### src/rtl/host_packet_deframer.sv
// host_packet_deframer: hunts START_ID in a first-word-fall-through byte FIFO,
// assembles a big-endian 4-byte header, an optional address word and data
// words, and presents each result to the host master with an ih_ready pulse.
// Optional build macro HOST_DEFRAMER_TIMEOUT_EN: aborts a packet that stalls
// in HEADER, ADDRESS or DATA for TIMEOUT_CYCLES cycles and pulses timeout.
module host_packet_deframer #(
  parameter int         DATA_BYTES     = 4,
  parameter int         COUNT_WIDTH    = 24,
  parameter logic [7:0] START_ID       = 8'hCD,
  parameter int         TIMEOUT_CYCLES = 65535
) (
  input  logic                      clk,
  input  logic                      rst_n,
  input  logic                      byte_empty,
  input  logic [7:0]                byte_data,
  output logic                      byte_rd,
  input  logic                      master_ready,
  output logic                      ih_ready,
  output logic                      ih_reset,
  output logic [31:0]               in_command,
  output logic [31:0]               in_address,
  output logic [8*DATA_BYTES-1:0]   in_data,
  output logic [COUNT_WIDTH-1:0]    in_data_count,
  output logic                      proto_err,
  output logic                      timeout,
  output logic                      busy
);

  localparam int                     DW             = 8 * DATA_BYTES;
  localparam logic [2:0]             LAST_DATA_BYTE = 3'(DATA_BYTES - 1);
  localparam logic [COUNT_WIDTH-1:0] COUNT_ONE      = COUNT_WIDTH'(1);

  localparam logic [3:0] CMD_PING  = 4'd0;
  localparam logic [3:0] CMD_WRITE = 4'd1;
  localparam logic [3:0] CMD_READ  = 4'd2;
  localparam logic [3:0] CMD_RESET = 4'd3;

  typedef enum logic [2:0] {IDLE, HEADER, DECODE, ADDRESS, DATA, NOTIFY} state_t;

  state_t                 state;
  logic [2:0]             byte_cnt;    // bytes already collected in the current word
  logic [31:0]            word_sr;     // header / address assembly
  logic [DW-1:0]          data_sr;     // data word assembly
  logic [3:0]             flags;
  logic [3:0]             cmd;
  logic [COUNT_WIDTH-1:0] count_rem;   // data words not yet delivered
  logic                   pop;
  logic                   stall_hit;
  logic [31:0]            word_next;
  logic [DW-1:0]          data_next;

  // NOTE: byte_rd is combinational so the head byte is consumed on the same
  // edge that captures it; a registered pop would read every byte twice.
  assign pop = rst_n && !byte_empty &&
               (state == IDLE || state == HEADER || state == ADDRESS || state == DATA);
  assign byte_rd = pop;

  // Big-endian assembly: each new byte enters at the LSB, earlier bytes move up.
  assign word_next = {word_sr[23:0], byte_data};
  assign data_next = (data_sr << 8) | DW'(byte_data);

  assign busy = (state != IDLE);

`ifdef HOST_DEFRAMER_TIMEOUT_EN
  logic [19:0] stall_cnt;
  logic        stalled;

  assign stalled   = byte_empty && (state == HEADER || state == ADDRESS || state == DATA);
  assign stall_hit = stalled && (stall_cnt == 20'(TIMEOUT_CYCLES - 1));

  // Stall counter: counts empty cycles in byte-collecting states; any pop or
  // state change breaks the stall and restarts it.
  always_ff @(posedge clk or negedge rst_n) begin
    if (!rst_n) begin
      stall_cnt <= '0;
    end else if (!stalled || stall_hit) begin
      stall_cnt <= '0;
    end else begin
      stall_cnt <= stall_cnt + 20'd1;
    end
  end
`else
  // Never true: without the stall counter the FSM waits indefinitely. The
  // parameter is still referenced so both builds share one parameter list.
  assign stall_hit = (TIMEOUT_CYCLES < 0);
`endif

  // Main FSM with registered outputs.
  always_ff @(posedge clk or negedge rst_n) begin
    if (!rst_n) begin
      state         <= IDLE;
      byte_cnt      <= '0;
      word_sr       <= '0;
      data_sr       <= '0;
      flags         <= '0;
      cmd           <= '0;
      count_rem     <= '0;
      in_command    <= '0;
      in_address    <= '0;
      in_data       <= '0;
      in_data_count <= '0;
      ih_ready      <= 1'b0;
      ih_reset      <= 1'b0;
      proto_err     <= 1'b0;
      timeout       <= 1'b0;
    end else begin
      // NOTE: pulses default low every cycle; a later assignment in this
      // block overrides, which keeps each pulse exactly one cycle wide.
      ih_ready  <= 1'b0;
      ih_reset  <= 1'b0;
      proto_err <= 1'b0;
      timeout   <= 1'b0;

      if (stall_hit) begin
        timeout  <= 1'b1;
        state    <= IDLE;
        byte_cnt <= '0;
        word_sr  <= '0;
        data_sr  <= '0;
      end else begin
        case (state)
          IDLE: begin
            byte_cnt <= '0;
            if (pop && byte_data == START_ID) state <= HEADER;
          end

          HEADER: if (pop) begin
            word_sr <= word_next;
            if (byte_cnt == 3'd3) begin
              byte_cnt  <= '0;
              flags     <= word_next[31:28];
              cmd       <= word_next[27:24];
              count_rem <= word_next[COUNT_WIDTH-1:0];
              state     <= DECODE;
            end else begin
              byte_cnt <= byte_cnt + 3'd1;
            end
          end

          DECODE: begin
            case (cmd)
              CMD_PING: begin
                in_command <= {12'h0, flags, 12'h0, cmd};
                state      <= NOTIFY;
              end
              CMD_WRITE: begin
                if (count_rem == '0) begin
                  proto_err <= 1'b1;
                  state     <= IDLE;
                end else begin
                  in_command <= {12'h0, flags, 12'h0, cmd};
                  state      <= ADDRESS;
                end
              end
              CMD_READ: begin
                in_command <= {12'h0, flags, 12'h0, cmd};
                state      <= ADDRESS;
              end
              CMD_RESET: begin
                ih_reset <= 1'b1;
                state    <= IDLE;
              end
              default: begin
                proto_err <= 1'b1;
                state     <= IDLE;
              end
            endcase
          end

          ADDRESS: if (pop) begin
            word_sr <= word_next;
            if (byte_cnt == 3'd3) begin
              byte_cnt   <= '0;
              in_address <= word_next;
              state      <= (cmd == CMD_WRITE) ? DATA : NOTIFY;
            end else begin
              byte_cnt <= byte_cnt + 3'd1;
            end
          end

          DATA: if (pop) begin
            data_sr <= data_next;
            if (byte_cnt == LAST_DATA_BYTE) begin
              byte_cnt      <= '0;
              in_data       <= data_next;
              in_data_count <= count_rem - COUNT_ONE;
              count_rem     <= count_rem - COUNT_ONE;
              state         <= NOTIFY;
            end else begin
              byte_cnt <= byte_cnt + 3'd1;
            end
          end

          NOTIFY: if (master_ready) begin
            ih_ready <= 1'b1;
            state    <= (cmd == CMD_WRITE && in_data_count != '0) ? DATA : IDLE;
          end

          default: state <= IDLE;
        endcase
      end
    end
  end

endmodule

### config.mk
export PLATFORM = sky130hd
export DESIGN_NAME = host_packet_deframer
export DESIGN_NICKNAME = d
export VERILOG_FILES = /design/src/rtl/host_packet_deframer.sv
export SDC_FILE = /design/constraint.sdc
export NUM_CORES = 1
export LEC_CHECK = 0
export CORE_UTILIZATION = 53
export CTS_CLUSTER_DIAMETER = 120
export DETAILED_ROUTE_END_ITERATION = 6
export GPL_TIMING_DRIVEN = 0
export PLACE_DENSITY = 0.8
export RECOVER_POWER = 50
export SYNTH_ARGS = -nofsm -noshare
export SYNTH_HDL_FRONTEND = slang
export SYNTH_SLANG_ARGS = --single-unit
### constraint.sdc
create_clock -name clk -period 2.56 [get_ports clk]
set_input_delay 0.512 -clock clk [delete_from_list [all_inputs] [get_ports clk]]
set_output_delay 0.512 -clock clk [all_outputs]
set_load 0.02 [all_outputs]
==> impl_metrics.py <==
metrics = {
    "run_status": {
        "status": "finished, violations left",
        "violations": "hold timing",
    },
    "pwr": {
        "p_leak_uw": 0.00502,
        "sw_frac_of_total": 0.298,
        "comb_power_share": 0.203,
        "ir_drop_mv": 0.514,
        "seqPwrFrac": 0.438,
        "p_int_uw": 5730,
        "p_sw_uw": 2430,
        "clkPwrFrac": 0.359,
        "p_per_area_mw_per_mm2": 785,
    },
    "synth": {
        "synth_area_leaders": "dfrtp_1 57%, mux2_2 13%, nand2_1 6.7%",
        "ys_seq_area_frac": 0.566,
        "synth.most_common_cell": "dfrtp_1",
        "syn-cell-area_sq_mm": 0.00818,
        "synth.top_cells.by_count": "185 x dfrtp_1, 147 x nand2_1, 91 x mux2_2, 40 x o21ai_0",
        "yosysTopAreaCellShare": 0.566,
        "syn_avg_cell_area_sq_um": 10.9,
        "ys_warn_count": 0,
        "syn_inst": 748,
        "yosysTopAreaCell": "dfrtp_1",
        "synth-seq-cells": 185,
        "ys.flop_type": "dfrtp_1",
        "async_flop_share": 1.00,
        "synth_cell_types": 55,
        "synth-edff-count": 0,
    },
    "worst_setup_path": {
        "worst_r2r_path_depth": 5,
        "rrSetupSlack_ns": 0.11,
        "setup.worst_path.class": "in -> out",
        "cp-endpoint": "byte_rd",
        "slowest_stage": "clkdlybuf4s50_1",
        "crit_path_start": "byte_empty",
        "required_ns": 2.05,
        "cp_data_arrival_time_ns": 1.99,
        "reg2reg_from": "count_rem[17]$_DFFE_PN0P_",
        "cp-start-kind": "primary input",
        "crit_path_end_kind": "primary output",
        "cp_max_fo": 6,
        "crit_chain": "clkdlybuf4s50_1, nand2b_1, a211oi_2, dlygate4sd2_1",
        "r2r_end": "count_rem[23]$_DFFE_PN0P_",
        "slowest_delay_ns": 0.46,
    },
    "sta": {
        "slew_viol_final": 0,
        "timing.final.ws_setup_ns": 0.0621,
        "setup_viol": 0,
        "fmax_mhz": 400,
        "worst_slew_pin_slew_ns": 1.32,
        "finalCriticalPeriod_ns": 2.50,
        "max_slew_margin": 0.121,
        "finalHoldViolCount": 16,
        "min_period_over_period": 0.976,
        "holdWs_ns": -0.0162,
        "fin_tns_setup_ns": 0,
        "finalClockSkew_ns": 0.0117,
    },
    "floorplan": {
        "start_util": 0.540,
        "die_h_um": 126,
        "rows": 45,
        "coreArea_sq_mm": 0.0151,
        "die-width_um": 126,
        "ios": 138,
        "dieArea_sq_mm": 0.0159,
    },
    "clock_network": {
        "max-clock-path-buffers": 2,
        "cts_sinks": 185,
        "cts_root_buffer": "clkbuf_16",
        "insertion_delay_ns": 0.44,
        "cts_tree": "done",
        "clkSlewWorstSetupHoldPaths_ns": 0.07,
        "cts_made_buffers": 17,
        "holdBufCountCts": 0,
        "cts_htree_levels": 4,
    },
    "final_layout": {
        "antenna_cells": 0,
        "utilization": 0.686,
        "fillCellCount": 1101,
        "area_growth_pct": 27.0,
        "num-nets-final": 921,
        "fin_area_sq_mm": 0.0104,
        "drive_gt1_frac": 0.194,
    },
    "placed_design": {
        "gp_congestion": 0.911,
        "placed_cell_area_sq_mm": 0.00966,
        "post-place-ws_ns": -0.621,
        "portBuffers": 112,
        "place_hpwl_mm": 13.9,
    },
    "grt": {
        "grt_pass1_vias": 6214,
        "grt_use_total": 0.274,
        "grt_pass1_wl_mm": 33.3,
        "grt-ovfl-total": 0,
        "antenna_found_initial": 0,
        "grt_start_max_net_pins": 98,
    },
    "run": {
        "drv_cap": 0,
    },
    "detailed_routing": {
        "drc": 0,
        "wirelength_mm": 20.7,
        "routed_via_density": 5.70,
        "drt-initial-drc-count": 456,
        "vias": 6312,
        "ant_nets": 0,
        "routedWlPerCell_um": 18.7,
        "dr.pass1.iters": 5,
    },
    "min_path": {
        "min_path_type": "in -> async",
    },
}
## sequential cells by signal (all words and copies together), names as in the netlist
name and count:
ih_reset 1, word_sr 24, state 3, ih_ready 1
in_data 32, proto_err 1, in_data_count 24, cmd 4
flags 4, data_sr 24, in_address 32, in_command 8
byte_cnt 3, count_rem 24
## metal layers
metal  GRT usage  wire length [um]  vias to the layer above
li1            -                 -                     2889
met1       0.357              8670                     3090
met2       0.438              9940                      288
met3      0.0718              1520                       45
met4       0.110               567                        0
met5           0                 0                        -
## layout by cell type, fill, tap and decap left out, drive strengths merged, types with 29 or more instances in the layout
cell,instances
a21oi,33
buf,29
clkbuf,56
clkdlybuf4s50,65
dfrtp,185
dlygate4sd3,44
mux2,91
nand2,147
o21ai,42
## cell type report
| type | count | area (sq um) | share of cell area |
|---|---|---|---|
| buffer | 62 | 345 | 0.0332 |
| clock buffer | 19 | 453 | 0.0436 |
| clock inverter | 13 | 214 | 0.0206 |
| inverter | 7 | 26.3 | 0.00253 |
| multi-input combinational | 518 | 3330 | 0.321 |
| sequential | 185 | 4630 | 0.445 |
| tap | 188 | 235 | 0.0226 |
| timing repair buffer | 115 | 1160 | 0.111 |
## critical path, delay by kind of cell
| family | cells | cell delay [ns] |
|---|---|---|
| buffers and inverters | 2 | 0.86 |
| AND/OR/NAND/NOR | 1 | 0.30 |
| AO/OA/AOI/OAI | 1 | 0.32 |
## worst min-delay path by stage
stage	startpoint	endpoint	slack, ns
final	rst_n	in_data[28]$_DFFE_PN0P_	-0.02
after detailed placement	data_sr[18]$_DFFE_PN0P_	in_data[26]$_DFFE_PN0P_	0.46
after floorplan	rst_n	byte_cnt[0]$_DFFE_PN0P_	0.22
after global routing	rst_n	in_data[28]$_DFFE_PN0P_	0.009
after CTS	rst_n	in_data[28]$_DFFE_PN0P_	0.03
after global placement	data_sr[18]$_DFFE_PN0P_	in_data[26]$_DFFE_PN0P_	0.45
## cell families (layout without fill, tap and decap cells)
logic type / Yosys count / after routing / synth area share
compound gates: 119 / 119 / 0.0878
xor+xnor: 20 / 20 / 0.0214
fa+ha+maj: 3 / 3 / 0.00459
buf+inv: 69 / 216 / 0.0431
flops: 185 / 185 / 0.566
mux: 92 / 92 / 0.126
other cells: 1 / 25 / 0.000458
simple gates: 259 / 259 / 0.150
## power by group through the flow
stage	registers [uW]	logic, uW	clock network [uW]
floorplan	3540	1060	0
global placement	3590	1520	0
detailed placement	3610	1570	0
CTS	3560	1580	2960
global route	3620	1790	3090
finish	3570	1660	2930
## what timing repair did
| action | in CTS | in global routing |
|---|---|---|
| buffers inserted | 0 | 2 |
| cloned | 0 | 0 |
| pin swaps | 0 | 1 |
| setup endpoints to repair | 46 | 84 |
| resized for setup | 8 | 23 |
## through the flow
| stage | total power [uW] | cells |
|---|---|---|
| after floorplan | 4600 | 772 |
| after global placement | 5110 | 1072 |
| after detailed placement | 5180 | 1073 |
| after CTS | 8100 | 1105 |
| after global routing | 8510 | 1107 |
| final | 8160 | 1107 |
Note: power is estimated with default switching activity, not from simulation.
